--- src/rtl/mem_wb_dmem_ctrl_pkg.sv ---
// Shared types for the MEM->WB data memory controller:
// load funct3 codes, controller state, and the MEM/WB latch bundle.
package mem_wb_dmem_ctrl_pkg;

   localparam int XLEN = 32;

   typedef enum logic [2:0] {
      F3_LB  = 3'b000,
      F3_LH  = 3'b001,
      F3_LW  = 3'b010,
      F3_LBU = 3'b100,
      F3_LHU = 3'b101
   } load_funct3_t;

   typedef enum logic {
      IDLE = 1'b0,
      BUSY = 1'b1
   } dmem_state_t;

   typedef struct packed {
      logic            valid;
      logic [4:0]      rd;
      logic            load_regfile;
      logic [XLEN-1:0] data;
      logic            halt_en;
   } mem_wb_latch_t;

   // size is funct3[1:0]: 01 half, 10 word; stores share the encoding
   function automatic logic misaligned(input logic [1:0] size,
                                       input logic [1:0] off);
      return ((size == 2'b01) && off[0]) ||
             ((size == 2'b10) && (off != 2'b00));
   endfunction

endpackage

--- src/rtl/mem_wb_dmem_ctrl_if.sv ---
// Data cache request/response bus.
// master: controller drives request; slave: cache drives rdata/resp.
interface mem_wb_dmem_ctrl_if #(
   parameter int width = 32
) ();

   logic             data_read;
   logic             data_write;
   logic [3:0]       data_mbe;
   logic [width-1:0] data_addr;
   logic [width-1:0] data_wdata;
   logic [width-1:0] data_rdata;
   logic             data_resp;

   modport master (
      output data_read, data_write, data_mbe,
      output data_addr, data_wdata,
      input  data_rdata, data_resp
   );

   modport slave (
      input  data_read, data_write, data_mbe,
      input  data_addr, data_wdata,
      output data_rdata, data_resp
   );

endinterface

--- src/rtl/mem_wb_dmem_ctrl_load_align.sv ---
// Load alignment: shifts the cache word by the byte offset and
// sign/zero-extends per funct3. Ports: rdata, offset, funct3 -> word.
module mem_wb_dmem_ctrl_load_align
   import mem_wb_dmem_ctrl_pkg::*;
#(
   parameter int width = XLEN
) (
   input  logic [width-1:0] rdata,
   input  logic [1:0]       offset,
   input  logic [2:0]       funct3,
   output logic [width-1:0] word
);

   logic [width-1:0] shifted;

   always_comb begin
      shifted = rdata >> {offset, 3'b000};
      word    = shifted;
      unique case (funct3)
         F3_LB:   word = {{(width-8){shifted[7]}}, shifted[7:0]};
         F3_LH:   word = {{(width-16){shifted[15]}}, shifted[15:0]};
         F3_LBU:  word = {{(width-8){1'b0}}, shifted[7:0]};
         F3_LHU:  word = {{(width-16){1'b0}}, shifted[15:0]};
         default: word = shifted;
      endcase
   end

endmodule

--- src/rtl/mem_wb_dmem_ctrl.sv ---
// MEM->WB controller: holds one data cache request, stalls until resp,
// aligns load data and drives the MEM/WB latch. Cache bus on dmem.
module mem_wb_dmem_ctrl
   import mem_wb_dmem_ctrl_pkg::*;
#(
   parameter int width = XLEN
) (
   input  logic             clk,
   input  logic             rst,
   input  logic             valid_i,
   input  logic             mem_read_i,
   input  logic             mem_write_i,
   input  logic [width-1:0] addr_i,
   input  logic [width-1:0] wdata_i,
   input  logic [3:0]       byte_en_i,
   input  logic [2:0]       funct3_i,
   input  logic [4:0]       rd_i,
   input  logic             load_regfile_i,
   input  logic [width-1:0] alu_out_i,
   input  logic             halt_en_i,
   output logic             stall_o,
   mem_wb_dmem_ctrl_if.master dmem,
   output logic             wb_valid_o,
   output logic [4:0]       wb_rd_o,
   output logic             wb_load_regfile_o,
   output logic [width-1:0] wb_data_o,
   output logic             wb_halt_en_o,
   output logic             misalign_o
);

   dmem_state_t      state;
   logic             read_q;
   logic             write_q;
   logic [width-1:0] addr_q;
   logic [width-1:0] wdata_q;
   logic [3:0]       mbe_q;
   logic [2:0]       f3_q;
   logic [4:0]       rd_q;
   logic             ld_q;
   logic             halt_q;
   logic             misalign_q;
   mem_wb_latch_t    wb_q;
   logic [width-1:0] load_word;

   logic mem_op;
   logic bad;
   logic accept;

   assign mem_op = valid_i & (mem_read_i | mem_write_i);
   assign bad    = mem_op & misaligned(funct3_i[1:0], addr_i[1:0]);
   assign accept = (state == IDLE) & mem_op & ~bad;

   assign stall_o = accept | ((state == BUSY) & ~dmem.data_resp);

   mem_wb_dmem_ctrl_load_align #(.width(width)) u_align (
      .rdata  (dmem.data_rdata),
      .offset (addr_q[1:0]),
      .funct3 (f3_q),
      .word   (load_word)
   );

   always_ff @(posedge clk or negedge rst) begin
      if (!rst) begin
         state      <= IDLE;
         read_q     <= 1'b0;
         write_q    <= 1'b0;
         addr_q     <= '0;
         wdata_q    <= '0;
         mbe_q      <= '0;
         f3_q       <= '0;
         rd_q       <= '0;
         ld_q       <= 1'b0;
         halt_q     <= 1'b0;
         misalign_q <= 1'b0;
         wb_q       <= '0;
      end else begin
         misalign_q <= 1'b0;
         unique case (state)
            IDLE: begin
               unique case (1'b1)
                  !valid_i: wb_q <= '0;
                  bad: begin
                     misalign_q <= 1'b1;
                     wb_q <= '{valid: 1'b1, rd: rd_i,
                               load_regfile: 1'b0,
                               data: alu_out_i,
                               halt_en: halt_en_i};
                  end
                  accept: begin
                     state   <= BUSY;
                     read_q  <= mem_read_i;
                     write_q <= mem_write_i & ~mem_read_i;
                     addr_q  <= addr_i;
                     wdata_q <= wdata_i;
                     mbe_q   <= byte_en_i;
                     f3_q    <= funct3_i;
                     rd_q    <= rd_i;
                     ld_q    <= load_regfile_i;
                     halt_q  <= halt_en_i;
                     wb_q    <= '0;
                  end
                  default: begin
                     wb_q <= '{valid: 1'b1, rd: rd_i,
                               load_regfile: load_regfile_i,
                               data: alu_out_i,
                               halt_en: halt_en_i};
                  end
               endcase
            end
            BUSY: begin
               if (dmem.data_resp) begin
                  state   <= IDLE;
                  read_q  <= 1'b0;
                  write_q <= 1'b0;
                  wb_q <= '{valid: 1'b1, rd: rd_q,
                            load_regfile: ld_q,
                            data: read_q ? load_word : '0,
                            halt_en: halt_q};
               end else begin
                  wb_q <= '0;
               end
            end
            default: state <= IDLE;
         endcase
      end
   end

   assign dmem.data_read  = read_q;
   assign dmem.data_write = write_q;
   assign dmem.data_mbe   = mbe_q;
   assign dmem.data_addr  = {addr_q[width-1:2], 2'b00};
   assign dmem.data_wdata = wdata_q;

   assign wb_valid_o        = wb_q.valid;
   assign wb_rd_o           = wb_q.rd;
   assign wb_load_regfile_o = wb_q.load_regfile;
   assign wb_data_o         = wb_q.data;
   assign wb_halt_en_o      = wb_q.halt_en;
   assign misalign_o        = misalign_q;

endmodule

--- src/flat_wrapper.sv ---
// flat-port wrapper written by rule: the top's interface ports become plain ports
module mem_wb_dmem_ctrl_flat import mem_wb_dmem_ctrl_pkg::*;
#(
   parameter int width = XLEN
)
  (clk, rst, valid_i, mem_read_i, mem_write_i, addr_i, wdata_i, byte_en_i, funct3_i, rd_i, load_regfile_i, alu_out_i, halt_en_i, stall_o, wb_valid_o, wb_rd_o, wb_load_regfile_o, wb_data_o, wb_halt_en_o, misalign_o, dmem_data_read, dmem_data_write, dmem_data_mbe, dmem_data_addr, dmem_data_wdata, dmem_data_rdata, dmem_data_resp);
  mem_wb_dmem_ctrl_if #(.width(width)) dmem_i ();
  input  logic clk;
  input  logic rst;
  input  logic valid_i;
  input  logic mem_read_i;
  input  logic mem_write_i;
  input  logic [width-1:0] addr_i;
  input  logic [width-1:0] wdata_i;
  input  logic [3:0] byte_en_i;
  input  logic [2:0] funct3_i;
  input  logic [4:0] rd_i;
  input  logic load_regfile_i;
  input  logic [width-1:0] alu_out_i;
  input  logic halt_en_i;
  output logic stall_o;
  output logic wb_valid_o;
  output logic [4:0] wb_rd_o;
  output logic wb_load_regfile_o;
  output logic [width-1:0] wb_data_o;
  output logic wb_halt_en_o;
  output logic misalign_o;
  output wire logic [$bits(dmem_i.data_read)-1:0] dmem_data_read;
  output wire logic [$bits(dmem_i.data_write)-1:0] dmem_data_write;
  output wire logic [$bits(dmem_i.data_mbe)-1:0] dmem_data_mbe;
  output wire logic [$bits(dmem_i.data_addr)-1:0] dmem_data_addr;
  output wire logic [$bits(dmem_i.data_wdata)-1:0] dmem_data_wdata;
  input wire logic [$bits(dmem_i.data_rdata)-1:0] dmem_data_rdata;
  input wire logic [$bits(dmem_i.data_resp)-1:0] dmem_data_resp;
  assign dmem_data_read = dmem_i.data_read;
  assign dmem_data_write = dmem_i.data_write;
  assign dmem_data_mbe = dmem_i.data_mbe;
  assign dmem_data_addr = dmem_i.data_addr;
  assign dmem_data_wdata = dmem_i.data_wdata;
  assign dmem_i.data_rdata = dmem_data_rdata;
  assign dmem_i.data_resp = dmem_data_resp;
  mem_wb_dmem_ctrl #(.width(width)) u_core (.clk(clk), .rst(rst), .valid_i(valid_i), .mem_read_i(mem_read_i), .mem_write_i(mem_write_i), .addr_i(addr_i), .wdata_i(wdata_i), .byte_en_i(byte_en_i), .funct3_i(funct3_i), .rd_i(rd_i), .load_regfile_i(load_regfile_i), .alu_out_i(alu_out_i), .halt_en_i(halt_en_i), .stall_o(stall_o), .dmem(dmem_i), .wb_valid_o(wb_valid_o), .wb_rd_o(wb_rd_o), .wb_load_regfile_o(wb_load_regfile_o), .wb_data_o(wb_data_o), .wb_halt_en_o(wb_halt_en_o), .misalign_o(misalign_o));
endmodule
--- config.mk ---
export PLATFORM = sky130hd
export DESIGN_NAME = mem_wb_dmem_ctrl_flat
export DESIGN_NICKNAME = d
export VERILOG_FILES = /design/src/rtl/mem_wb_dmem_ctrl_pkg.sv /design/src/rtl/mem_wb_dmem_ctrl_if.sv /design/src/rtl/mem_wb_dmem_ctrl_load_align.sv /design/src/rtl/mem_wb_dmem_ctrl.sv /design/src/flat_wrapper.sv
export SDC_FILE = /design/constraint.sdc
export NUM_CORES = 1
export LEC_CHECK = 0
export ABC_AREA = 1
export CORE_ASPECT_RATIO = 0.7
export CORE_UTILIZATION = 33
export CTS_CLUSTER_DIAMETER = 50
export CTS_CLUSTER_SIZE = 28
export DETAILED_ROUTE_END_ITERATION = 8
export PLACE_DENSITY_LB_ADDON = 0.1
export SETUP_SLACK_MARGIN = 0.4
export SYNTH_ARGS = -nofsm -noshare
export SYNTH_HDL_FRONTEND = slang
export SYNTH_SLANG_ARGS = --single-unit
--- constraint.sdc ---
create_clock -name clk -period 2.4 [get_ports clk]
set_input_delay 0.72 -clock clk [delete_from_list [all_inputs] [get_ports clk]]
set_output_delay 0.72 -clock clk [all_outputs]
set_load 0.1 [all_outputs]
; ---- Word level (Yosys, flattened, before mapping)
; Index checks and enable logic that the tools add are counted.
[totals]
ff_bits = 122
latchBits = 0
ramBits = 0
rom_bits = 0
output_inout_bits = 112
mem_count = 0
[op_classes]
addsub = 0
mul = 0
div = 0
magnitude_cmp = 0
n_eq_ne = 7
shift = 1
n_mux = 15
bitwise = 12
reduce_logical = 9
[ops]
columns = operator, count
row1 = one-hot mux 40 bit (2 select lines), 2
row2 = one-hot mux 32 bit (4 select lines), 1
row3 = 2-to-1 mux 40 bit, 1
row4 = 2-to-1 mux 32 bit, 1
row5 = >> shifter 32 x 5 -> 32 bit, 1
row6 = 2-to-1 mux 1 bit, 7
row7 = bitwise AND 1 bit, 6
row8 = == test 3 bit (second input constant), 2
row9 = one-hot mux 1 bit (2 select lines), 3
row10 = NOT 1 bit, 4
row11 = AND reduction 2 bit, 2
row12 = == test 3 x 1 -> 1 bit (second input constant), 1
row13 = logical NOT 3 bit, 1
row14 = == test 2 x 1 -> 1 bit (second input constant), 1
row15 = == test 2 bit (second input constant), 1
row16 = logical AND 1 bit, 2
row17 = != test 2 x 1 -> 1 bit (second input constant), 1
row18 = != test 2 bit (second input constant), 1
row19 = OR 1 bit, 2
row20 = nonzero test 2 bit, 1
row21 = OR reduction 2 bit, 1
row22 = logical NOT 1 bit, 1
row23 = logical OR 1 bit, 1

; ---- Depth between registers and ports, before layout
[depth]
ltp_word = 9
depth_mapped = 10
ltp_nobuf = 8

; ---- Modules after synthesis
; A second synthesis with hierarchy kept.
[unflattened]
cells_unflattened = 731
area_unflattened_um2 = 5988.2
[modules_own_cells]
columns = module, n_inst, cells_per_inst, area_each_um2
row1 = mem_wb_dmem_ctrl, 1, 573, 5067.4
row2 = mem_wb_dmem_ctrl_load_align, 1, 158, 920.9

; ---- Worst setup path after synthesis
; Ideal clock, no wire load.
[synth_path]
kind = input to output
start = in dmem_data_resp
end = out stall_o
arrival_ns = 2.822
setup_slack_ns = -1.142
stages = 1
n_path_buf = 0
cell_sequence = o21ai_0
[synth_via]
elab_chain_len = 3
[synth_rtl]
columns = element, line
row1 = from (decl), flat_wrapper.sv:34  ; input wire logic [$bits(dmem_i.data_resp)-1:0] dmem_data_resp;
row2 = NOT 1 bit, mem_wb_dmem_ctrl.sv:53  ; assign stall_o = accept | ((state == BUSY) & ~dmem.data_resp);
row3 = bitwise AND 1 bit, mem_wb_dmem_ctrl.sv:53
row4 = OR 1 bit, mem_wb_dmem_ctrl.sv:53
row5 = to (decl), flat_wrapper.sv:21  ; output logic stall_o;
; Every way passes these cells.

; ---- Worst setup path in the final report
[layout_path]
start = in valid_i
end = reg u_core.wb_q, in the netlist u_core.wb_data_o[12]
[layout_via]
elab_chain_len = 7
[layout_rtl]
columns = element, line
row1 = from (decl), flat_wrapper.sv:10  ; input logic valid_i;
row2 = bitwise AND 1 bit, mem_wb_dmem_ctrl.sv:49  ; assign mem_op = valid_i & (mem_read_i | mem_write_i);
row3 = bitwise AND 1 bit, mem_wb_dmem_ctrl.sv:50  ; assign bad = mem_op & misaligned(funct3_i[1:0], addr_i[1:0]);
row4 = NOT 1 bit, mem_wb_dmem_ctrl.sv:51  ; assign accept = (state == IDLE) & mem_op & ~bad;
row5 = bitwise AND 1 bit, mem_wb_dmem_ctrl.sv:51
row6 = OR reduction 2 bit (no line), --
row7 = one-hot mux 40 bit (2 select lines) *, mem_wb_dmem_ctrl.sv:80  ; unique case (1'b1)
row8 = one-hot mux 40 bit (2 select lines) *, mem_wb_dmem_ctrl.sv:78  ; unique case (state)
row9 = to (signal assigned), mem_wb_dmem_ctrl.sv:84  ; wb_q <= '{valid: 1'b1, rd: rd_i,
row10 = to (signal assigned), mem_wb_dmem_ctrl.sv:103  ; wb_q <= '{valid: 1'b1, rd: rd_i,
row11 = to (signal assigned), mem_wb_dmem_ctrl.sv:115  ; wb_q <= '{valid: 1'b1, rd: rd_q,
row12 = to (decl), mem_wb_dmem_ctrl.sv:42  ; mem_wb_latch_t wb_q;
; Every way passes the cells marked *; elsewhere a longest branch is shown, timed or not.
; A chain may end at the register's enable or synchronous reset.

==> out/qor.yml <==
yosysUniqueCellTypes: 28
slew_viol_final: 0
end_kind: "flip-flop"
reg2reg_to: "u_core.wb_data_o[19]$_DFF_PN0_"
clock_sinks: 122
first_pass_iters: 4
final_common_cell: "nand2_1"
viasPerCell: 4.61
grt_pass1_wl_um: 31400
fin_crit_ns: 2.17
maxCapViolCount: 0
dp_cells: 1163
dieHeight_um: 115
worst_pin_slew_ns: 0.570
coreArea_um2: 17400
num_antenna_cells: 0
syn_inst: 733
max-vdd-ir-drop_mv: 0.656
tritoncts: "done"
power_w: 0.0108
rsz0062_at_grt: "true"
finalClockSkew_ns: 0.00852
critPathMaxFanout: 5
r2r_start: "u_core.addr_q[0]$_DFFE_PN0P_"
synth_warnings: 0
place.gp.congestion: 0.846
dpl_cell_area_um2: 8290
drt-initial-drc-count: 441
synth.cell_area_um2: 5970
initial_core_util: 0.343
r2r_cells: 7
wl_per_cell_um: 16.4
ant_nets: 0
mostFrequentLayoutCells: "nand2_1, buf_4, clkdlybuf4s50_1"
synth_edf_count: 0
ioPinCount: 260
fin_util: 0.550
postSynthAreaPerCell_um2: 8.14
rrSetupSlack_ns: 0.52
outcome: "finished, final reports clean"
max_slew_margin: 0.620
path_class: "in -> reg"
stdcell_count: 1235
power_density_nw_per_um2: 1120
fill_cells: 1672
antenna_found_initial: 0
area_delta_synth_final_pct: 60.5
ctsHtreeMaxLevel: 4
gr-total-overflow: 0
vias: 5696
die-area_um2: 18600
fin_nets: 1139
layout_worst_path_cycle_share: 0.906
io_buffer_count: 257
numCtsBuffers: 17
rows: 40
grt_max_degree: 80
crit_arrival_ns: 2.52
drc_errors: 0
clk_pin_slew_ns: 0.06
setup.worst_path.start_class: "input port"
synth-main-ff-cell: "dfrtp_1"
first_global_vias: 5596
critPathLaunch: "valid_i"
synth_top_area_share: 0.512
whs_ns: 0.212
die_w_um: 163
insertion_delay_ns: 0.41
final_area_um2: 9580
required_ns: 2.74
setup_viol_count_final: 0
clockBufferDepth: 2
grt_use_total: 0.223
fmax_ghz: 0.460
async_reset_ff_frac: 1.00
synthTopCellsByArea: "dfrtp_1, nand2_1, nand3_1"
seq_area_frac_synth: 0.512
ys_ff_latch: 122
hold_path_class: "in -> async"
dp_hpwl_um: 13100
routed_wl_um: 20200
yosysTopAreaCell: "dfrtp_1"
drive_gt1_frac: 0.272
cts_root_buf: "clkbuf_16"
finalHoldViolations: 0
power.leakage_nw: 4.93
==> area by class of cell <==
class / instances / area, um^2 / share of cell area
Timing Repair Buffer: 320 / 3070 / 0.321
Clock inverter: 13 / 193 / 0.0201
Sequential cell: 122 / 3050 / 0.319
Multi-Input combinational cell: 515 / 2450 / 0.256
Inverter: 15 / 71.3 / 0.00745
Tap cell: 231 / 289 / 0.0302
Clock buffer: 19 / 443 / 0.0462
==> worst max-delay path by stage <==
stage | end | cells after the start
after floorplan | stall_o | 8
after global placement | stall_o | 8
after detailed placement | stall_o | 8
after CTS | stall_o | 8
after global routing | u_core.wb_data_o[31]$_DFF_PN0_ | 18
final | u_core.wb_data_o[12]$_DFF_PN0_ | 18
==> power breakdown <==
| group | internal, W | switching (W) |
|---|---|---|
| combinational | 0.00127 | 0.00402 |
| clock | 0.00178 | 0.000976 |
| sequential | 0.00248 | 0.000242 |
==> registers in the layout, indices dropped and copies added, names as in the netlist <==
signal                    flops
u_core.rd_q                   5
u_core.ld_q                   1
u_core.dmem.data_write        1
u_core.dmem.data_read         1
u_core.state                  1
u_core.dmem.data_wdata       32
u_core.dmem.data_mbe          4
u_core.wb_data_o             32
u_core.addr_q                32
u_core.wb_halt_en_o           1
u_core.wb_rd_o                5
u_core.wb_valid_o             1
u_core.wb_load_regfile_o      1
u_core.misalign_o             1
u_core.f3_q                   3
u_core.halt_q                 1
==> layer usage <==
metal | vias up | GRT usage | share of wire
li1 | 2843 | - | -
met1 | 2641 | 0.336 | 0.51
met2 | 200 | 0.306 | 0.41
met3 | 12 | 0.0674 | 0.079
met4 | 0 | 0.0517 | 0.0076
met5 | - | 0 | 0
==> kinds of logic after synthesis <==
family          count (synthesis)  share of synthesized area
simple gates                  469                      0.347
other cells                     1                   0.000628
flops                         122                      0.512
buf+inv                        97                      0.103
compound gates                 44                     0.0369
==> critical path, cell delays in order <==
cell	delay (ns)
buf_6	0.07
inv_4	0.03
buf_6	0.10
buf_6	0.10
buf_6	0.10
buf_6	0.10
buf_6	0.10
buf_6	0.10
buf_6	0.10
buf_6	0.10
buf_6	0.11
nor2_4	0.12
buf_6	0.12
buf_12	0.12
buf_12	0.10
buf_16	0.12
nand3_1	0.08
nand2_1	0.09
==> metrics by stage <==
step	setup slack (ns)	TNS, ns
after floorplan	0.0883	0
after global placement	-0.276	-8.59
after detailed placement	-0.306	-11.15
after CTS	0.242	0
after global routing	0.182	0
final	0.226	0
==> Yosys cell counts, types with 2 or more instances <==
| library cell | number |
|---|---|
| buf_6 | 8 |
| nand3_2 | 4 |
| dfrtp_1 | 122 |
| clkbuf_1 | 12 |
| a21oi_1 | 30 |
| o21ai_0 | 11 |
| nand2_4 | 3 |
| nor2_1 | 4 |
| buf_2 | 21 |
| o21ai_1 | 3 |
| inv_1 | 9 |
| nand3_4 | 2 |
| nand2_1 | 300 |
| inv_2 | 3 |
| nand2_2 | 13 |
| nand3_1 | 138 |
| buf_4 | 39 |
==> repair_timing <==
item,in CTS,in global routing
hold buffers,0,0
cloned,7,0
setup buffers,32,1
setup endpoints to repair,93,42
pin swaps,22,20
resized for setup,63,21
Note: power is estimated with default switching activity, not from simulation.
